--- config.mk ---
export PLATFORM = sky130hd
export DESIGN_NAME = st7735s
export DESIGN_NICKNAME = d
export VERILOG_FILES = /design/src/rtl/st7735s.sv
export SDC_FILE = /design/constraint.sdc
export NUM_CORES = 1
export LEC_CHECK = 0
export CAP_MARGIN = 10
export CORE_ASPECT_RATIO = 1.2
export CORE_UTILIZATION = 50
export DETAILED_ROUTE_END_ITERATION = 8
export GPL_TIMING_DRIVEN = 1
export PLACE_DENSITY_LB_ADDON = 0.08
export RECOVER_POWER = 100
export SLEW_MARGIN = 20
export SYNTH_ARGS = -nofsm -noshare
export SYNTH_HDL_FRONTEND = slang
export SYNTH_SLANG_ARGS = --single-unit
--- constraint.sdc ---
create_clock -name i_clk -period 3.3 [get_ports i_clk]
set_clock_uncertainty 0.05 [all_clocks]
set_input_delay 0.825 -clock i_clk [delete_from_list [all_inputs] [get_ports i_clk]]
set_output_delay 0.825 -clock i_clk [all_outputs]
set_load 0.01 [all_outputs]
--- src/rtl/st7735s.sv ---
// Byte-serial SPI transmitter for an ST7735S panel: one command/data byte per
// strobe, shifted MSB-first in SPI mode 0 with D/C and active-low chip select.
module st7735s #(
    parameter int c_CLOCK_PER_SPI_HALF_BIT = 50
) (
    input  logic       i_clk,
    input  logic       i_rst,
    input  logic       i_ncommand,
    input  logic [7:0] i_data,
    input  logic       i_data_rdy,
    output logic       o_waiting,
    output logic       o_spi_clk,
    output logic       o_spi_mosi,
    output logic       o_spi_dc,
    output logic       o_spi_ss
);
    localparam int CW = $clog2(c_CLOCK_PER_SPI_HALF_BIT + 1);
    localparam logic [CW-1:0] CNT_LAST = CW'(c_CLOCK_PER_SPI_HALF_BIT - 1);

    typedef enum logic [1:0] {S_IDLE, S_BIT_LOW, S_BIT_HIGH, S_HOLD} state_t;

    state_t        state_q, state_d;
    logic [CW-1:0] cnt_q, cnt_d;
    logic [2:0]    idx_q, idx_d;
    logic [7:0]    shift_q, shift_d;
    logic          dc_q, dc_d;
    logic          waiting_q, waiting_d;
    logic          sck_q, sck_d;
    logic          mosi_q, mosi_d;
    logic          ss_q, ss_d;
    logic          cnt_last;

    assign cnt_last = (cnt_q == CNT_LAST);

    always_ff @(posedge i_clk) begin
        if (i_rst) begin
            state_q   <= S_IDLE;
            cnt_q     <= '0;
            idx_q     <= 3'd7;
            shift_q   <= 8'h00;
            dc_q      <= 1'b0;
            waiting_q <= 1'b1;
            sck_q     <= 1'b0;
            mosi_q    <= 1'b0;
            ss_q      <= 1'b1;
        end else begin
            state_q   <= state_d;
            cnt_q     <= cnt_d;
            idx_q     <= idx_d;
            shift_q   <= shift_d;
            dc_q      <= dc_d;
            waiting_q <= waiting_d;
            sck_q     <= sck_d;
            mosi_q    <= mosi_d;
            ss_q      <= ss_d;
        end
    end

    // Every non-idle state lasts exactly one half-bit; the counter restarts on each phase change.
    always_comb begin
        state_d = state_q;
        cnt_d   = cnt_last ? '0 : cnt_q + CW'(1);
        idx_d   = idx_q;
        shift_d = shift_q;
        dc_d    = dc_q;
        case (state_q)
            S_IDLE: begin
                cnt_d = '0;
                if (i_data_rdy) begin
                    state_d = S_BIT_LOW;
                    idx_d   = 3'd7;
                    shift_d = i_data;
                    dc_d    = i_ncommand;
                end
            end
            S_BIT_LOW: begin
                if (cnt_last) state_d = S_BIT_HIGH;
            end
            S_BIT_HIGH: begin
                if (cnt_last) begin
                    if (idx_q != 3'd0) begin
                        idx_d   = idx_q - 3'd1;
                        state_d = S_BIT_LOW;
                    end else begin
                        state_d = S_HOLD;
                    end
                end
            end
            S_HOLD: begin
                if (cnt_last) state_d = S_IDLE;
            end
            default: state_d = S_IDLE;
        endcase
    end

    // Outputs are decoded from the next state so the pins change on the same edge as the state.
    always_comb begin
        waiting_d = (state_d == S_IDLE);
        ss_d      = (state_d == S_IDLE);
        sck_d     = (state_d == S_BIT_HIGH);
        mosi_d    = (state_d == S_IDLE) ? 1'b0 : shift_d[idx_d];
    end

    assign o_waiting  = waiting_q;
    assign o_spi_clk  = sck_q;
    assign o_spi_mosi = mosi_q;
    assign o_spi_dc   = dc_q;
    assign o_spi_ss   = ss_q;
endmodule

==> metrics.md, run 1 <==
| Metric | Value |
|---|---|
| CTS tree | `built` |
| Post-CTS sizing | `0` |
| Setup-failing EPs final | `0` |
| Slew HR | `52.4%` |
| Post-Layout Cell Count | `171` |
| Switching Share | `23.6%` |
| Total wire length | `1900 um` |
| CP required | `3.46 ns` |
| FILL cells | `202` |
| Initial antenna violation count | `0` |
| Largest net degree at the start of global routing | `18` |
| Lkg Pwr | `0.503 nW` |
| Worst hold path class | `register to register` |
| Hold path startpoint | `shift_q[5]` |
| Run status | `finished clean` |
| # Post-CTS Setup Buffers | `0` |
| Startpoint Class | `input pin` |
| Routed length per instance | `11.1 um` |
| Final hold violation count | `0` |
| Bufs on Longest Clock Path | `2` |
| Power Dens Cells | `367 nW/um2` |
| Fin area | `1290 um2` |
| Setup TNS | `0 ns` |
| Arr. time, crit path | `2.79 ns` |
| DR iter-0 viols | `12` |
| Internal power | `0.000362 W` |
| Pre-antenna DRT Iters | `4` |
| Reg2reg path depth | `8` |
| YS warnings | `0` |
| Hold Buf Count CTS | `0` |
| Number of global-route vias before repair | `784` |
| Sequential share of power | `62.1%` |
| Global Route Usage Sum | `18.6%` |
| Post-Place Setup Slack | `0.627 ns` |
| Layout overhead on the synthesized area | `14.7%` |
| Hold path cells | `2` |
| Flop and latch count out of synthesis | `23` |
| Num rows | `18` |
| Synth Instances | `128` |
| Vias | `860` |
| Sequential fraction of the synthesis area | `40.9%` |
| H-Tree Depth | `1` |
| Die Wd | `45.3 um` |
| DR vias/cell | `5.03` |
| Final setup margin | `0.672 ns` |
| Drc violations | `0` |
| R2R Path End | `o_spi_mosi` |
| Reg2reg start | `idx_q[0]` |
| CP endpoint kind | `register` |
| Syn_nets | `144` |
| Worst-path fanout max | `11` |
| Worst-skew pair later-pin latency | `0.30 ns` |
| Core area | `2090 um2` |
| Final Slew Violations | `0` |
| IO Pins | `17` |
| Fin crit share | `79.6%` |
| Total grt overflow | `0` |
| Input/output buffers | `16` |
| Max VDD drop | `0.272 mV` |
| Root buf cell | `clkbuf_4` |
| Fmax achieved | `381 MHz` |
| Critical path class | `input pin to register` |
| Remaining antenna violation count | `0` |
| Hold endpoint | `shift_q[5]` |
| Dpl hpwl | `1370 um` |
| Reg area | `460 um2` |
| Clock sink count | `23` |
| Die H | `54.0 um` |
| Initial Util | `53.8%` |
| Placed cells | `167` |
| Tmin final | `2.63 ns` |
| Mean Syn Cell Area | `8.80 um2` |
| Logic pwr share | `10.9%` |
| Global-route wire length before repair | `3290 um` |
| Sw Pwr | `0.000112 W` |
| DIE AREA | `2450 um2` |
| Multi-input gate area | `588 um2` |
| Mapped cell area | `1130 um2` |
| Layout cells sized above 1 | `7.09%` |
| Unrepaired setup endpoints after global routing | `no` |
| Clock buffer count from CTS | `3` |
| Nets@finish | `158` |
| Max-cap violation count | `0` |
| Reg2reg setup slack | `0.75 ns` |
| Clk pin slew, worst setup/hold paths | `0.12 ns` |
| Cell variety after synth | `38` |
| N_diodes | `0` |
| Clock Power Share | `27.0%` |
| Post-DP Area | `1290 um2` |
| Slew @ Worst Pin | `0.714 ns` |
| Placer Congestion | `0.764` |
## cell families after synthesis
group	count (synthesis)	share of synthesized area, %
flip-flops	23	40.9
buffers and inverters	12	5.22
AND/OR/NAND/NOR	57	25.7
XOR/XNOR	4	3.11
multiplexers	6	7.89
AO/OA/AOI/OAI	22	12.8
adder cells (fa/ha/maj)	4	4.44
## sequential cells by signal, indices dropped and copies added, names as in the netlist
name,flops
shift_q,8
o_spi_ss,1
o_spi_dc,1
o_spi_clk,1
idx_q,3
cnt_q,6
o_spi_mosi,1
state_q,2
## stage by stage
stage / hold WS, ns / power (W) / utilization [%]
after global placement: 0.396 / 0.000355 / 61.6
after floorplan: 0.378 / 0.000330 / -
after CTS: 0.410 / 0.000485 / 62.9
after global routing: 0.438 / 0.000502 / 61.6
final: 0.408 / 0.000474 / 61.6
after detailed placement: 0.393 / 0.000356 / 61.6
## cell type report
type / count / area share (%)
Tap cell: 30 / 2.91
Inverter: 3 / 0.872
Clock buffer: 4 / 2.03
Sequential cell: 23 / 35.7
Timing Repair Buffer: 18 / 13.0
Multi-Input combinational cell: 93 / 45.5
## critical path: stages
cell and delay, ns:
dlygate4sd3_1 0.57, nor3b_1 0.25, clkbuf_1 0.41, nor2_1 0.13
mux2i_4 0.20, and3_1 0.18, o21bai_1 0.09, o2bb2ai_2 0.12
## power groups by stage
stage / combinational, W / sequential (W) / clock [W]
6_report: 0.0000518 / 0.000294 / 0.000128
5_1_grt: 0.0000587 / 0.000295 / 0.000148
4_1_cts: 0.0000563 / 0.000294 / 0.000135
3_5_place_dp: 0.0000559 / 0.000300 / 0
3_3_place_gp: 0.0000551 / 0.000300 / 0
2_1_floorplan: 0.0000309 / 0.000299 / 0
## how the worst max path moves through the flow
stage          startpoint    endpoint  slack [ns]  cells past startpoint
3_5_place_dp   i_data_rdy  o_spi_mosi        0.63                      7
3_3_place_gp   i_data_rdy  o_spi_mosi        0.64                      7
4_1_cts          idx_q[0]  o_spi_mosi        0.84                      8
2_1_floorplan    idx_q[0]  o_spi_mosi         1.0                      9
6_report       i_data_rdy  o_spi_mosi        0.67                      8
5_1_grt        i_data_rdy  o_spi_mosi        0.47                      8
## routing by layer
metal	GRT usage (%)	vias up	share of wire (%)
li1	-	455	-
met1	25.3	391	51
met2	28.0	12	45
met3	3.02	2	2.6
met4	10.1	0	0.79
met5	0	-	0
## cells in the final DEF, fill, tap and decap left out, drive strengths merged, types with 2 or more instances in the layout
cell           count
a211oi             2
inv                3
ha                 4
a21oi             11
clkbuf             6
nor2              15
clkdlybuf4s50      9
dfxtp             23
nor3               2
nand2b             4
mux2i              3
mux2               3
dlygate4sd3        7
or2                3
xnor2              2
xor2               2
nand2             22
nand3b             2
nand3              2
## synthesized netlist by cell type (all sizes together)
cell	n	share of area, %
or4	1	0.67
o21ai	1	0.44
mux2	3	3.0
o211ai	1	0.67
and3	1	0.56
dfxtp	23	41
buf	4	2.6
a22o	1	0.78
a21oi	11	4.9
mux2i	3	4.9
nor2	15	5.0
nor3b	1	0.67
o21bai	1	0.67
or3	1	0.56
ha	4	4.4
nand2	22	7.3
or4b	1	1.2
o31ai	1	0.67
a31oi	1	0.56
inv	3	1.0
o22ai	1	0.56
nor3	2	0.89
a211oi	2	1.3
nand3b	2	1.3
or2	3	1.7
clkbuf	5	1.7
xnor2	2	1.6
nor2b	1	0.56
a311o	1	0.89
nand2b	4	2.2
nand3	2	0.89
xor2	2	1.6
nand4b	1	2.1
o2bb2ai	1	1.3
Power figures use the tool's default switching activity.
==> inputs of run 2 (changes only) <==
- CORE_UTILIZATION: 50 -> 47
- clock period: 3.3 -> 2.25 ns (I/O delays scaled with it)
==> run 2 against run 1 <==
  * Largest power group unchanged
  * Final cell count is 5.8% higher
  * Hold slack better by 0.0078 ns
  * Sequential share of layout area is 2.3 points lower
  * Non-clock buffer count is 9 higher
==> metrics.md, run 2 (synthesis gave the netlist of run 1 again) <==
| Metric | Value |
|---|---|
| Most common cell after layout, fill and taps aside | `nand2_1` |
| Initial Util | `49.3% (-4.4 points)` |
| IO Pins | `17 (unchanged)` |
| Lkg Pwr | `0.578 nW (+15%)` |
| H-Tree Depth | `1 (unchanged)` |
| Clock sink count | `23 (unchanged)` |
| Pre-antenna DRT Iters | `4 (unchanged)` |
| Hold path startpoint | `shift_q[5]` |
| Tot Pwr | `0.000709 W (+50%)` |
| CTS tree | `built` |
| Number of global-route vias before repair | `854 (+8.9%)` |
| Max VDD drop | `0.373 mV (+37%)` |
| Die Wd | `46.7 um (+3.0%)` |
| Dpl hpwl | `1540 um (+13%)` |
| Core area | `2280 um2 (+9.0%)` |
| Root buf cell | `clkbuf_4` |
| Top reg by flops | `shift_q` |
| Hold Buf Count CTS | `0 (unchanged)` |
| Largest regs | `shift_q x8, cnt_q x6, idx_q x3` |
| Global Route Usage Sum | `18.3% (-0.30 points)` |
| WL met3 | `82 um (+67%)` |
| Reg2reg start | `idx_q[0]` |
| Setup TNS | `0 ns (unchanged)` |
| Final setup margin | `0.106 ns (-0.566 ns)` |
| CP required | `2.42 ns (-1.04 ns)` |
| Arr. time, crit path | `2.31 ns (-0.48 ns)` |
| Reg2reg setup slack | `0.11 ns (-0.64 ns)` |
| N_diodes | `0 (unchanged)` |
| Run status | `finished clean` |
| Die H | `55.6 um (+3.0%)` |
| Layout overhead on the synthesized area | `23.1%` |
| Vias | `917 (+6.6%)` |
| Input/output buffers | `16 (unchanged)` |
| Metal-1 WL | `1000 um (+3.6%)` |
| Worst hold path class | `register to register` |
| Critical path class | `register to register` |
| Routed length per instance | `11.7 um (+5.6%)` |
| Worst-path fanout max | `3 (-8)` |
| Total grt overflow | `0 (unchanged)` |
| Highest metal used | `met4` |
| Final hold violation count | `0 (unchanged)` |
| R2R Path End | `o_spi_mosi` |
| Total wire length | `2120 um (+12%)` |
| Placer Congestion | `0.812 (+6.3%)` |
| Slew HR | `79.7% (+27 points)` |
| Remaining antenna violation count | `0 (unchanged)` |
| Reg2reg path depth | `8 (unchanged)` |
| DIE AREA | `2600 um2 (+6.1%)` |
| Met2 WL | `998 um (+16%)` |
| CP endpoint kind | `register` |
| Slew @ Worst Pin | `0.304 ns (-0.411 ns)` |
| Num rows | `19 (+1)` |
| Power Dens Cells | `511 nW/um2 (+39%)` |
| DR vias/cell | `5.07 (+0.74%)` |
| Startpoint Class | `register` |
| Tmin final | `2.14 ns` |
| Max reg flops | `8 (unchanged)` |
| Post-DP Area | `1360 um2 (+5.0%)` |
| Commonest non-fill, non-tap cells in the layout | `nand2_1 (22), dfxtp_1 (21), nor2_1 (15)` |
| Fin crit share | `95.3%` |
| Fin util | `60.7% (-0.90 points)` |
| Final Slew Violations | `0 (unchanged)` |
| Nets@finish | `167 (+5.7%)` |
| Post-Place Setup Slack | `-0.160 ns (-0.787 ns)` |
| Drc violations | `0 (unchanged)` |
| Largest net degree at the start of global routing | `17 (-1)` |
| Worst Setup SP | `idx_q[0]` |
| Fin area | `1390 um2 (+7.4%)` |
| Layout cells sized above 1 | `18.0% (+11 points)` |
| Max-cap violation count | `0 (unchanged)` |
| Worst setup path endpoint | `o_spi_mosi` |
| Worst-skew pair later-pin latency | `0.31 ns (about the same)` |
| Setup-failing EPs final | `0 (unchanged)` |
| Global-route wire length before repair | `3540 um (+7.5%)` |
| Initial antenna violation count | `0 (unchanged)` |
| Bufs on Longest Clock Path | `2 (unchanged)` |
| DR iter-0 viols | `31 (+19)` |
| Unrepaired setup endpoints after global routing | `no` |
| Clock buffer count from CTS | `3 (unchanged)` |
| Fmax achieved | `466 MHz` |
| Clk pin slew, worst setup/hold paths | `0.13 ns (about the same)` |
==> run 2: layout make-up <==
type / count / area [um2]
Clock buffer: 4 / 26.3
Fill cell: 235 / 896
Inverter: 3 / 11.3
Multi-Input combinational cell: 93 / 608
Sequential cell: 23 / 463
Tap cell: 31 / 38.8
Timing Repair Buffer: 27 / 239
==> run 2: what timing repair did <==
action	CTS	global route
setup endpoints to repair	0	1
gates resized for setup	0	4
setup buffers	0	1
==> run 2: worst max-delay path: stages, from the launching register on <==
cell       delay [ns]
dfxtp_2          0.35
inv_1            0.06
ha_1             0.21
nand2b_1         0.09
or4b_4           0.50
mux2i_4          0.22
mux2_2           0.36
o22ai_2          0.14
o2bb2ai_2        0.07
==> run 2: metal layers <==
layer  GRT usage (%)  up-vias
met5               0        -
met4            7.35        0
met3            1.95        6
met2            28.6       24
met1            25.3      412
li1                -      475
==> run 2: power by group <==
group	internal [W]	total (W)	switching, W
combinational	0.0000490	0.0000903	0.0000413
sequential	0.000422	0.000428	0.00000677
clock	0.0000692	0.000190	0.000121
==> run 2: worst min path at each step <==
stage,cells past startpoint,slack (ns),end
after floorplan,2,0.38,shift_q[7]
after CTS,2,0.41,shift_q[5]
after global placement,2,0.40,o_spi_dc
after global routing,2,0.46,shift_q[0]
after detailed placement,2,0.40,shift_q[5]
final,2,0.42,shift_q[5]
==> run 2: through the flow <==
step,std cells,hold slack [ns]
after floorplan,128,0.378
after global placement,176,0.396
after detailed placement,176,0.396
after CTS,180,0.414
after global routing,181,0.457
final,181,0.416
==> inputs of run 3 (changes only) <==
- CELL_PAD_IN_SITES_DETAIL_PLACEMENT: not set -> 0
- CELL_PAD_IN_SITES_GLOBAL_PLACEMENT: not set -> 1
- CORE_UTILIZATION: 47 -> 35
- CTS_CLUSTER_DIAMETER: not set -> 200
==> run 3 against run 2 <==
  * Routed wire length grew 7.8%
  * Maximum frequency shrank 0.33%
  * Core utilization decreased by 14 points
  * Critical endpoint unchanged
  * Global-route usage fell by 2.5 points
  * Register-to-register slack about the same
  * Critical path type unchanged
  * Power down 0.17%
  * First-iteration DRC count decreased by 6.5%
  * Design area is 2.0% higher
  * Via count grew 0.11%
  * Combinational power grew 3.4%
  * Highest routed layer unchanged
  * Sequential power barely moved
  * Non-clock buffer count is the same
==> metrics.md, run 3 (synthesis gave the netlist of run 1 again) <==
| Metric | Value |
|---|---|
| Worst hold margin | `0.414 ns (-0.00202 ns)` |
| CP endpoint kind | `register` |
| Routed length per instance | `12.3 um (+4.9%)` |
| Run status | `finished clean` |
| DR iter-0 viols | `29 (-6.5%)` |
| Pre-antenna DRT Iters | `4 (unchanged)` |
| Logic pwr share | `13.2% (+0.5 points)` |
| Global Route Usage Sum | `15.8% (-2.5 points)` |
| DIE AREA | `3450 um2 (+33%)` |
| Layout overhead on the synthesized area | `25.6%` |
| Max reg flops | `8 (unchanged)` |
| Global-route wire length before repair | `3960 um (+12%)` |
| IO Pins | `17 (unchanged)` |
| Initial antenna violation count | `0 (unchanged)` |
| Switching Share | `23.6% (-0.27 points)` |
| Commonest non-fill, non-tap cells in the layout | `nand2_1 (22), dfxtp_1 (21), nor2_1 (15)` |
| Remaining antenna violation count | `0 (unchanged)` |
| Total grt overflow | `0 (unchanged)` |
| Internal power | `0.000541 W (+0.19%)` |
| Clk pin slew, worst setup/hold paths | `0.12 ns (about the same)` |
| Clock Power Share | `26.2% (-0.6 points)` |
| Lkg Pwr | `0.599 nW (+3.5%)` |
| Fmax achieved | `465 MHz (-0.33%)` |
| Initial Util | `36.9% (-12 points)` |
| Setup TNS | `0 ns (unchanged)` |
| Bufs on Longest Clock Path | `2 (unchanged)` |
| Fin area | `1410 um2 (+2.0%)` |
| Most common cell after layout, fill and taps aside | `nand2_1` |
| Input/output buffers | `16 (unchanged)` |
| Tmin final | `2.15 ns (+0.00717 ns)` |
| Die H | `64.1 um (+15%)` |
| Total wire length | `2290 um (+7.8%)` |
| Placer Congestion | `0.725 (-11%)` |
| Fin util | `46.3% (-14 points)` |
| Fin crit share | `95.6% (+0.32 points)` |
| N_diodes | `0 (unchanged)` |
| Arr. time, crit path | `2.31 ns (about the same)` |
| Slew HR | `77.0% (-2.7 points)` |
| Max VDD drop | `0.265 mV (-29%)` |
| Num rows | `22 (+3)` |
| Clock sink count | `23 (unchanged)` |
| Number of global-route vias before repair | `903 (+5.7%)` |
| Hold Buf Count CTS | `0 (unchanged)` |
| FILL cells | `313 (+33%)` |
| Worst hold path class | `register to register` |
| Root buf cell | `clkbuf_4` |
| CTS tree | `built` |
| Critical path class | `register to register` |
| Max-cap violation count | `0 (unchanged)` |
| Slew @ Worst Pin | `0.344 ns (+0.0406 ns)` |
| Sw Pwr | `0.000167 W (-1.3%)` |
| Power Dens Cells | `501 nW/um2 (-2.1%)` |
| Startpoint Class | `register` |
| Worst-skew pair later-pin latency | `0.30 ns (about the same)` |
| Post-DP Area | `1370 um2 (+1.0%)` |
| Final setup margin | `0.0986 ns (-0.00717 ns)` |
| Clock buffer count from CTS | `3 (unchanged)` |
| Sequential share of power | `60.6% (+0.2 points)` |
| DR vias/cell | `4.94 (-2.6%)` |
| Die Wd | `53.8 um (+15%)` |
| Largest regs | `shift_q x8, cnt_q x6, idx_q x3` |
| Core area | `3060 um2 (+34%)` |
| Layout cells sized above 1 | `19.3% (+1.3 points)` |
| Largest net degree at the start of global routing | `16 (-1)` |
| Worst-path fanout max | `4 (+1)` |
| Top reg by flops | `shift_q` |
| Setup-failing EPs final | `0 (unchanged)` |
| Nets@finish | `167 (unchanged)` |
| Final Slew Violations | `0 (unchanged)` |
| CP required | `2.41 ns (about the same)` |
| Dpl hpwl | `1760 um (+14%)` |
| H-Tree Depth | `1 (unchanged)` |
| Drc violations | `0 (unchanged)` |
| Post-Place Setup Slack | `-0.149 ns (+0.0102 ns)` |
| Vias | `918 (+0.11%)` |
| Final hold violation count | `0 (unchanged)` |
[run 3: worst paths after layout]
check / slack, ns / endpoint / startpoint / cells after the start
setup / recovery: 0.1 / o_spi_mosi / cnt_q[1] / 8
hold / removal: 0.41 / shift_q[4] / shift_q[4] / 2
setup reg to reg: 0.1 / o_spi_mosi / cnt_q[1] / 8
hold reg to reg: 0.41 / shift_q[4] / shift_q[4] / 2
[run 3: timing repair]
action,4_1_cts,5_1_grt
buffers inserted,0,0
setup endpoints to repair,0,1
resized for setup,0,6
[run 3: worst max-delay path, cell delays in order, from the launching register on]
cell,delay [ns]
dfxtp_1,0.34
inv_1,0.06
ha_2,0.19
nand4b_4,0.10
or4b_4,0.54
mux2i_4,0.24
mux2_4,0.32
o22ai_2,0.16
o2bb2ai_2,0.06
[run 3: final cells by class]
cell class / instances / area (um2) / share of cell area, %
flip-flops and latches: 23 / 463 / 32.7
repair buffers: 27 / 243 / 17.2
multi-input cells: 93 / 626 / 44.2
clock buffers: 4 / 26.3 / 1.86
inverters: 3 / 11.3 / 0.796
well taps: 36 / 45.0 / 3.19
[run 3: per-stage QoR]
stage / instances / power, W
floorplan: 128 / 0.000484
global placement: 182 / 0.000529
detailed placement: 182 / 0.000531
CTS: 186 / 0.000723
global route: 186 / 0.000748
finish: 186 / 0.000708
[run 3: power groups by stage]
stage | Clock [W] | Sequential [W] | Combinational [W]
CTS | 0.000201 | 0.000429 | 0.0000932
detailed placement | 0 | 0.000438 | 0.0000927
floorplan | 0 | 0.000438 | 0.0000456
global placement | 0 | 0.000438 | 0.0000909
global route | 0.000212 | 0.000431 | 0.000105
finish | 0.000186 | 0.000429 | 0.0000934
[run 3: per-layer routing]
layer	GRT usage [%]	up-vias	part of all wire, %
met1	18.7	431	45
li1	-	472	-
met3	2.14	2	2.4
met5	0	-	0
met4	5.92	0	0.74
met2	27.6	13	52
